### config.mk
export PLATFORM = sky130hd
export DESIGN_NAME = apb_regfile_slave_flat
export DESIGN_NICKNAME = d
export VERILOG_FILES = /design/src/rtl/apb_regfile_slave_if.sv /design/src/rtl/apb_regfile_slave.sv /design/src/flat_wrapper.sv
export SDC_FILE = /design/constraint.sdc
export NUM_CORES = 1
export LEC_CHECK = 0
export BUFFER_PORTS_ARGS = -buffer_cell sky130_fd_sc_hd__buf_2
export CAP_MARGIN = 10
export CORE_ASPECT_RATIO = 0.5
export CORE_MARGIN = 5
export CORE_UTILIZATION = 54
export CTS_CLUSTER_DIAMETER = 120
export CTS_CLUSTER_SIZE = 16
export DETAILED_ROUTE_END_ITERATION = 12
export PLACE_DENSITY = 0.84
export SYNTH_ARGS = -nofsm -noshare
export SYNTH_HDL_FRONTEND = slang
export SYNTH_SLANG_ARGS = --single-unit
### constraint.sdc
create_clock -name clk -period 2.9 [get_ports clk]
set_clock_uncertainty 0.15 [all_clocks]
set_input_delay 0.145 -clock clk [delete_from_list [all_inputs] [get_ports clk]]
set_output_delay 0.145 -clock clk [all_outputs]
set_load 0.01 [all_outputs]
### src/rtl/apb_regfile_slave_if.sv
// apb_regfile_slave_if: APB bus bundle between a master and the register-file slave.
interface apb_regfile_slave_if #(
    parameter int ADDR_WIDTH = 12,
    parameter int DATA_WIDTH = 32
);
    logic                    sel;
    logic                    enable;
    logic                    write;
    logic [ADDR_WIDTH-1:0]   addr;
    logic [DATA_WIDTH-1:0]   wdata;
    logic [DATA_WIDTH/8-1:0] strobe;
    logic                    ready;
    logic [DATA_WIDTH-1:0]   rdata;
    logic                    slverr;
    modport master (output sel, enable, write, addr, wdata, strobe, input ready, rdata, slverr);
    modport slave  (input sel, enable, write, addr, wdata, strobe, output ready, rdata, slverr);
endinterface

### src/rtl/apb_regfile_slave.sv
// apb_regfile_slave: parametrised APB slave over a register file with wait states,
// byte strobes, read-only registers and PSLVERR; registers exported flat on regs_q.
module apb_regfile_slave #(
    parameter int                    DATA_WIDTH  = 32,
    parameter int                    ADDR_WIDTH  = 12,
    parameter int                    NUM_REGS    = 8,
    parameter int                    WAIT_STATES = 0,
    parameter logic [NUM_REGS-1:0]   RO_MASK     = '0,
    parameter logic [DATA_WIDTH-1:0] RESET_VAL   = '0
) (
    input  logic                           clk,
    input  logic                           rst_n,
    apb_regfile_slave_if.slave             bus,
    output logic [NUM_REGS*DATA_WIDTH-1:0] regs_q
);
    localparam int NB  = DATA_WIDTH / 8;
    localparam int LSB = $clog2(NB);
    localparam int IW  = NUM_REGS > 1 ? $clog2(NUM_REGS) : 1;
    typedef enum logic {IDLE, ACCESS} state_t;
    state_t                  state_q, state_d;
    logic [3:0]              cnt_q, cnt_d;
    logic [DATA_WIDTH-1:0]   mem_q [NUM_REGS];
    logic [DATA_WIDTH-1:0]   wr_d;
    logic [ADDR_WIDTH-1:0]   word_a;
    logic [IW-1:0]           idx;
    logic                    in_range, misaligned, err, we;
    assign word_a     = bus.addr >> LSB;
    assign idx        = word_a[IW-1:0];
    assign in_range   = 32'(word_a) < NUM_REGS;
    assign misaligned = |(bus.addr & ADDR_WIDTH'(NB - 1));
    assign err        = misaligned | ~in_range | (bus.write & in_range & RO_MASK[idx]);
    assign bus.ready  = (state_q == ACCESS) & bus.sel & bus.enable & (cnt_q == 4'd0);
    assign bus.slverr = bus.ready & err;
    assign we         = bus.ready & bus.write & ~err;
    assign bus.rdata  = (bus.ready & ~bus.write & ~err) ? mem_q[idx] : '0;
    always_comb begin
        state_d = state_q;
        cnt_d   = cnt_q;
        if (state_q == IDLE) begin
            if (bus.sel & ~bus.enable) begin
                state_d = ACCESS;
                cnt_d   = 4'(WAIT_STATES);
            end
        end else if (~bus.sel | bus.ready) begin
            state_d = IDLE;
        end else if (bus.enable & (cnt_q != 4'd0)) begin
            cnt_d = cnt_q - 4'd1;
        end
    end
    // merge the strobed byte lanes over the addressed register's current value
    always_comb begin
        wr_d = mem_q[idx];
        for (int b = 0; b < NB; b++)
            if (bus.strobe[b]) wr_d[8*b +: 8] = bus.wdata[8*b +: 8];
    end
    always_ff @(posedge clk or negedge rst_n) begin
        if (!rst_n) begin
            state_q <= IDLE;
            cnt_q   <= '0;
            for (int i = 0; i < NUM_REGS; i++) mem_q[i] <= RESET_VAL;
        end else begin
            state_q <= state_d;
            cnt_q   <= cnt_d;
            if (we) mem_q[idx] <= wr_d;
        end
    end
    for (genvar i = 0; i < NUM_REGS; i++) begin : g_out
        assign regs_q[i*DATA_WIDTH +: DATA_WIDTH] = mem_q[i];
    end
endmodule

### src/flat_wrapper.sv
// flat-port wrapper written by rule: the top's interface ports become plain ports
module apb_regfile_slave_flat 
#(
    parameter int                    DATA_WIDTH  = 32,
    parameter int                    ADDR_WIDTH  = 12,
    parameter int                    NUM_REGS    = 8,
    parameter int                    WAIT_STATES = 0,
    parameter logic [NUM_REGS-1:0]   RO_MASK     = '0,
    parameter logic [DATA_WIDTH-1:0] RESET_VAL   = '0
)
  (clk, rst_n, regs_q, bus_sel, bus_enable, bus_write, bus_addr, bus_wdata, bus_strobe, bus_ready, bus_rdata, bus_slverr);
  apb_regfile_slave_if #(.ADDR_WIDTH(ADDR_WIDTH), .DATA_WIDTH(DATA_WIDTH)) bus_i ();
  input  logic clk;
  input  logic rst_n;
  output logic [NUM_REGS*DATA_WIDTH-1:0] regs_q;
  input wire logic [$bits(bus_i.sel)-1:0] bus_sel;
  input wire logic [$bits(bus_i.enable)-1:0] bus_enable;
  input wire logic [$bits(bus_i.write)-1:0] bus_write;
  input wire logic [$bits(bus_i.addr)-1:0] bus_addr;
  input wire logic [$bits(bus_i.wdata)-1:0] bus_wdata;
  input wire logic [$bits(bus_i.strobe)-1:0] bus_strobe;
  output wire logic [$bits(bus_i.ready)-1:0] bus_ready;
  output wire logic [$bits(bus_i.rdata)-1:0] bus_rdata;
  output wire logic [$bits(bus_i.slverr)-1:0] bus_slverr;
  assign bus_i.sel = bus_sel;
  assign bus_i.enable = bus_enable;
  assign bus_i.write = bus_write;
  assign bus_i.addr = bus_addr;
  assign bus_i.wdata = bus_wdata;
  assign bus_i.strobe = bus_strobe;
  assign bus_ready = bus_i.ready;
  assign bus_rdata = bus_i.rdata;
  assign bus_slverr = bus_i.slverr;
  apb_regfile_slave #(.DATA_WIDTH(DATA_WIDTH), .ADDR_WIDTH(ADDR_WIDTH), .NUM_REGS(NUM_REGS), .WAIT_STATES(WAIT_STATES), .RO_MASK(RO_MASK), .RESET_VAL(RESET_VAL)) u_core (.clk(clk), .rst_n(rst_n), .bus(bus_i), .regs_q(regs_q));
endmodule
==> metrics.md, run 1 <==
| Metric | Value |
|---|---|
| Final Hold Fails | `0` |
| Worst EP arrival | `2530 ps` |
| CTS Buf Count | `20` |
| Final WL | `41.9 mm` |
| Die area | `28500 sq um` |
| Final Max Slew Viols | `0` |
| CP Capture Type | `output pin` |
| Iter 0 DRT Violations | `840` |
| Worst setup SP type | `register` |
| PortBufs | `342` |
| Sw power | `1.83 mW` |
| Leakage | `8.19 nW` |
| GP Congestion | `0.841` |
| Number of diodes | `0` |
| Vias per Instance | `5.67` |
| Area Growth Syn to Fin | `22.3%` |
| Yosys cell types | `34` |
| CTS sink cnt | `261` |
| Synthesized area per cell | `11.2 sq um` |
| I/O pins | `343` |
| CP cell instances | `inv_2 > ha_4 > and2b_2 > nand3_4 > or4b_4 > buf_6 > nor2_1 > buf_2` |
| Total Routing Usage GR | `0.287` |
| Hpwl dp | `27.9 mm` |
| CP max stage delay | `590 ps` |
| Vias in the first global route | `11409` |
| Post-Syn Nets | `1264` |
| Status | `completed` |
| Fill count | `1876` |
| Worst slew pin tran | `702 ps` |
| Initial Util | `0.543` |
| Largest net degree at the start of global routing | `77` |
| Power density of the placed cells | `426 nW/um^2` |
| Final TNS setup | `0 ps` |
| DR vias | `10906` |
| Net Sw Frac | `0.260` |
| Post-Syn Area | `13500 sq um` |
| Clock share of power | `0.359` |
| Combinational share of power | `0.117` |
| Slowest-stage cell, CP | `or4b_4` |
| Clk Latency, worst-skew pair | `520 ps` |
| Core area | `24900 sq um` |
| Antenna violations before repair | `0` |
| Max-cap violations | `0` |
| Worst-path clk slew | `80 ps` |
| Internal Power | `5.22 mW` |
| Synth warnings | `0` |
| WP buf/inv | `3` |
| RSZ-0062 raised after global routing | `false` |
| Final period utilization | `0.974` |
| Final Power | `7.05 mW` |
| Number of synthesized flops with an enable pin | `0` |
| Clock Path Buffers | `3` |
| Top FF cell, synth | `dfrtp_1` |
| Routed len/inst | `21.8 um` |
| Relative slew slack | `0.532` |
| First-pass DRT Iterations | `5` |
| Yosys reg bits | `261` |
| Cells after Synth | `1210` |
| Standard-cell rows | `41` |
| CTS root buffer | `clkbuf_16` |
| Worst Path Max Fanout | `8` |
| Final core utilization | `0.665` |
| Fin nets | `1633` |
| Die Y | `122 um` |
| Number of remaining DRC errors | `0` |
| Maximum vdd drop | `0.000328 V` |
| Crit Path Class | `reg -> out` |
| Die span in x | `234 um` |
| Sequential area share after synthesis | `0.482` |
| Htree depth | `1` |
| Hold crit path type | `in -> reg` |
| Remaining global-route overflow | `0` |
| Timing-limited maximum frequency | `354 MHz` |
| Layout cells sized above 1 | `0.290` |
| Setup violations, final | `0` |
| Antenna viol nets, final | `0` |
| Fin crit period | `2830 ps` |
| CTS tree | `done` |
| Required @ worst endpoint | `2610 ps` |
| First-pass GRT wire length | `64.4 mm` |
| Crit-path leading delay family | `simple AND/OR/NAND/NOR gates` |
| Seq pwr share | `0.524` |
| Post-synth ARST share | `1.00` |
[stage by stage]
step	hold slack, ps	area [sq um]	instances	setup WS (ps)
floorplan	-301	13500	1210	720
global placement	5.23	15600	1863	518
detailed placement	15.3	15600	1863	412
CTS	5.00	16500	1921	22.0
global route	34.2	16600	1923	17.5
finish	9.54	16600	1923	74.6
[cells in the final DEF, fill, tap and decap left out, types with 2 or more instances in the layout]
cell,instances
inv_2,2
or3_1,2
or4b_4,3
clkbuf_16,20
mux2i_1,384
dfrtp_1,261
a22o_1,3
buf_4,21
dlygate4sd3_1,31
buf_2,340
nand2_1,7
clkinv_8,2
inv_1,259
buf_6,3
o31ai_2,32
nor2_1,64
nand2b_2,2
nor4_4,9
buf_12,13
nand2b_1,35
o21ai_0,3
o22ai_1,65
[state kept, by name (all words and copies together), names as in the netlist]
name and cells:
u_core.cnt_q 4, u_core.regs_q 256, u_core.state_q 1
[power groups by stage]
stage                     sequential, mW  clock (mW)  combinational (mW)
after floorplan                     3.76           0               0.466
after global placement              3.76           0               0.701
after detailed placement            3.76           0               0.731
after CTS                           3.69        2.57               0.782
after global routing                3.70        2.72               0.887
final                               3.69        2.54               0.825
[logic make-up after synthesis]
logic type / share of synthesized area
compound gates: 0.0658
flops: 0.482
simple gates: 0.0592
mux: 0.284
fa+ha+maj: 0.000923
buf+inv: 0.108
[path summary, 6_finish.rpt]
kind / from / endpoint / slack, ps / cells after the start
setup / recovery: u_core.cnt_q[0] / bus_rdata[28] / 70 / 8
hold / removal: bus_wdata[4] / u_core.regs_q[132] / 10 / 4
setup reg to reg: u_core.cnt_q[0] / u_core.regs_q[40] / 440 / 7
hold reg to reg: u_core.regs_q[248] / u_core.regs_q[248] / 390 / 2
max in group asynchronous: rst_n / u_core.regs_q[133] / 1700 / 3
min in group asynchronous: rst_n / u_core.regs_q[177] / 50 / 2
[layout make-up]
type | instances | area, sq um | area share
Clock buffer | 20 | 500 | 0.0302
Clock inverter | 2 | 32.5 | 0.00196
Inverter | 261 | 980 | 0.0591
Multi-Input combinational cell | 626 | 5610 | 0.339
Sequential cell | 261 | 6530 | 0.394
Tap cell | 344 | 430 | 0.0260
Timing Repair Buffer | 409 | 2480 | 0.150
[repair_timing]
action,CTS,global route
endpoints found under the setup margin,32,32
cloned,2,0
endpoints found under the hold margin,342,0
pin swaps,2,3
setup buffers,3,2
gates resized for setup,5,10
hold buffers,31,0
[layer usage]
metal / part of all wire / track usage / up-vias
li1: - / - / 4751
met3: 0.064 / 0.0466 / 141
met1: 0.39 / 0.367 / 5525
met2: 0.50 / 0.489 / 489
met5: 0 / 0 / -
met4: 0.045 / 0.119 / 0
[tightest hold or removal path, stage by stage]
cell      delay (ps)
buf_2             70
nand2b_1         110
o31ai_2          150
mux2i_1          160
[synth_stat cells (2+ instances only)]
cell / n / share of area
dfrtp_1: 261 / 0.48
or3_1: 2 / 0.00092
nor2_1: 65 / 0.018
o22ai_1: 65 / 0.030
o21ai_0: 3 / 0.0011
inv_1: 261 / 0.072
nand2b_1: 37 / 0.017
buf_8: 3 / 0.0033
nor4_4: 9 / 0.014
nand2_1: 8 / 0.0022
a22o_1: 3 / 0.0019
mux2i_1: 384 / 0.28
buf_6: 25 / 0.021
buf_2: 17 / 0.0063
o31ai_2: 32 / 0.030
clkbuf_1: 9 / 0.0025
buf_1: 9 / 0.0025
Power figures use the tool's default switching activity.
==> run 2, diff against run 1 <==
--- a/config.mk
+++ b/config.mk
@@ -7,13 +7,13 @@
 export LEC_CHECK = 0
 export BUFFER_PORTS_ARGS = -buffer_cell sky130_fd_sc_hd__buf_2
 export CAP_MARGIN = 10
-export CORE_ASPECT_RATIO = 0.5
 export CORE_MARGIN = 5
 export CORE_UTILIZATION = 54
 export CTS_CLUSTER_DIAMETER = 120
 export CTS_CLUSTER_SIZE = 16
 export DETAILED_ROUTE_END_ITERATION = 12
 export PLACE_DENSITY = 0.84
+export REMOVE_ABC_BUFFERS = 1
 export SYNTH_ARGS = -nofsm -noshare
 export SYNTH_HDL_FRONTEND = slang
 export SYNTH_SLANG_ARGS = --single-unit
==> run 2 against run 1 <==
  * Non-clock buffer count shrank 10
  * Design area grew 0.11%
  * Total power grew 0.12%
  * Worst hold slack lost 2.6 ps
==> metrics.md, run 2 (synthesis results as in run 1) <==
| Metric | Value |
|---|---|
| Setup violations, final | `0` |
| Final TNS setup | `0 ps` |
| Clock Path Buffers | `3` |
| Initial Util | `0.543` |
| Met2 wire length | `19.8 mm` |
| CTS root buffer | `clkbuf_16` |
| Fin crit period | `2830 ps` |
| Required @ worst endpoint | `2610 ps` |
| Timing-limited maximum frequency | `354 MHz` |
| Worst slack, placed | `426 ps` |
| PortBufs | `342` |
| Total Routing Usage GR | `0.285` |
| Top sig layer | `met4` |
| GP Congestion | `0.826` |
| CTS sink cnt | `261` |
| Crit path launch | `u_core.cnt_q[0]` |
| Vias per Instance | `5.69` |
| Worst EP arrival | `2530 ps` |
| Remaining global-route overflow | `0` |
| Standard-cell rows | `58` |
| Commonest non-fill, non-tap cell in the layout | `mux2i_1` |
| Relative slew slack | `0.513` |
| Flop-to-flop setup slack | `470 ps` |
| Layout cells sized above 1 | `0.301` |
| Finished Layout Cells | `1898` |
| Final Power | `7.06 mW` |
| Max-cap violations | `0` |
| Worst slew pin tran | `731 ps` |
| CP Capture Type | `output pin` |
| Final period utilization | `0.975` |
| Hpwl dp | `27.3 mm` |
| Final Hold Fails | `0` |
| CTS tree | `done` |
| Power density of the placed cells | `426 nW/um^2` |
| Clk Latency, worst-skew pair | `500 ps` |
| DR WL met3 | `3.63 mm` |
| Htree depth | `1` |
| Crit Path Class | `reg -> out` |
| M1 wire length | `17.2 mm` |
| Leakage | `8.17 nW` |
| Most frequent cells in the layout | `384 x mux2i_1, 332 x buf_2, 261 x dfrtp_1` |
| DR vias | `10792` |
| Fin area | `16600 sq um` |
| I/O pins | `343` |
| Area post-placement | `15600 sq um` |
| Status | `completed` |
| Setup ws final | `73.3 ps` |
| Die area | `28400 sq um` |
| Hold crit path type | `in -> reg` |
| Iter 0 DRT Violations | `758` |
| R2R depth | `7` |
| Worst-path clk slew | `70 ps` |
| Final WL | `42.3 mm` |
| Antenna viol nets, final | `0` |
| Number of remaining DRC errors | `0` |
| Routed len/inst | `22.3 um` |
| Fin nets | `1622` |
| Area Growth Syn to Fin | `22.4%` |
| Worst setup SP type | `register` |
| Worst reg2reg endpoint | `u_core.regs_q[95]` |
| First-pass GRT wire length | `64.0 mm` |
| CTS Buf Count | `20` |
| R2r startpoint | `u_core.cnt_q[0]` |
| Critical Path Sink | `bus_rdata[1]` |
| Largest net degree at the start of global routing | `85` |
| Number of diodes | `0` |
| Vias in the first global route | `11048` |
| Worst Path Max Fanout | `8` |
| Fill count | `1871` |
| First-pass DRT Iterations | `7` |
| Max reg flops | `256` |
| Core area | `25000 sq um` |
| Die span in x | `168 um` |
| Antenna violations before repair | `0` |
| Final Max Slew Viols | `0` |
| Cells after DPL | `1848` |
| Die Y | `168 um` |
| Maximum vdd drop | `0.000462 V` |
[run 2: cell count changes in the layout (fill, tap and decap cells not counted), sizes merged]
| cell | previous run | this run |
|---|---|---|
| buf | 378 | 377 |
| or4b | 3 | 2 |
| clkbuf | 20 | 22 |
| dlygate4sd3 | 31 | 21 |
| clkinv | 2 | 1 |
[run 2: critical path, cell delays in order, from the launching register on]
cell and delay, ps:
dfrtp_1 420, inv_2 90, ha_4 130, and2b_2 200
nand3_4 120, or4b_4 600, buf_12 200, nor2_2 120
buf_2 140
[run 2: timing repair]
item / 4_1_cts / 5_1_grt
setup buffers: 4 / 1
endpoints found under the hold margin: 173 / 0
setup endpoints to repair: 32 / 32
gates cloned: 1 / 1
hold buffers: 21 / 0
pin swaps: 2 / 11
resized for setup: 3 / 38
[run 2: power by group]
group	switching [mW]	internal (mW)
clock	1.25	1.29
sequential	0.0374	3.66
combinational	0.523	0.300
[run 2: area by class of cell]
type / instances / area, sq um / share of cell area
inverters: 261 / 980 / 0.0591
well taps: 330 / 413 / 0.0249
repair buffers: 399 / 2440 / 0.147
multi-input cells: 625 / 5680 / 0.342
clock buffers: 21 / 526 / 0.0317
clock inverters: 1 / 16.3 / 0.000981
flip-flops and latches: 261 / 6530 / 0.394
[run 2: stage by stage]
stage / hold WS [ps] / util
2_1_floorplan: -301 / -
4_1_cts: 0.0133 / 0.657
3_5_place_dp: 47.9 / 0.624
6_report: 6.95 / 0.664
3_3_place_gp: 43.8 / 0.624
5_1_grt: 30.7 / 0.664
[run 2: routing by layer]
| metal | up-vias | GRT usage |
|---|---|---|
| met2 | 545 | 0.455 |
| met5 | - | 0 |
| met1 | 5406 | 0.390 |
| li1 | 4725 | - |
| met4 | 0 | 0.104 |
| met3 | 116 | 0.0556 |
[run 2: worst min-delay path by stage]
stage                     cells after the start           from            endpoint
after global routing                          4  bus_wdata[14]  u_core.regs_q[238]
final                                         4  bus_wdata[10]   u_core.regs_q[10]
after CTS                                     4   bus_wdata[9]   u_core.regs_q[73]
after floorplan                               0          rst_n     u_core.cnt_q[0]
after global placement                        1          rst_n   u_core.regs_q[47]
after detailed placement                      1          rst_n   u_core.regs_q[47]
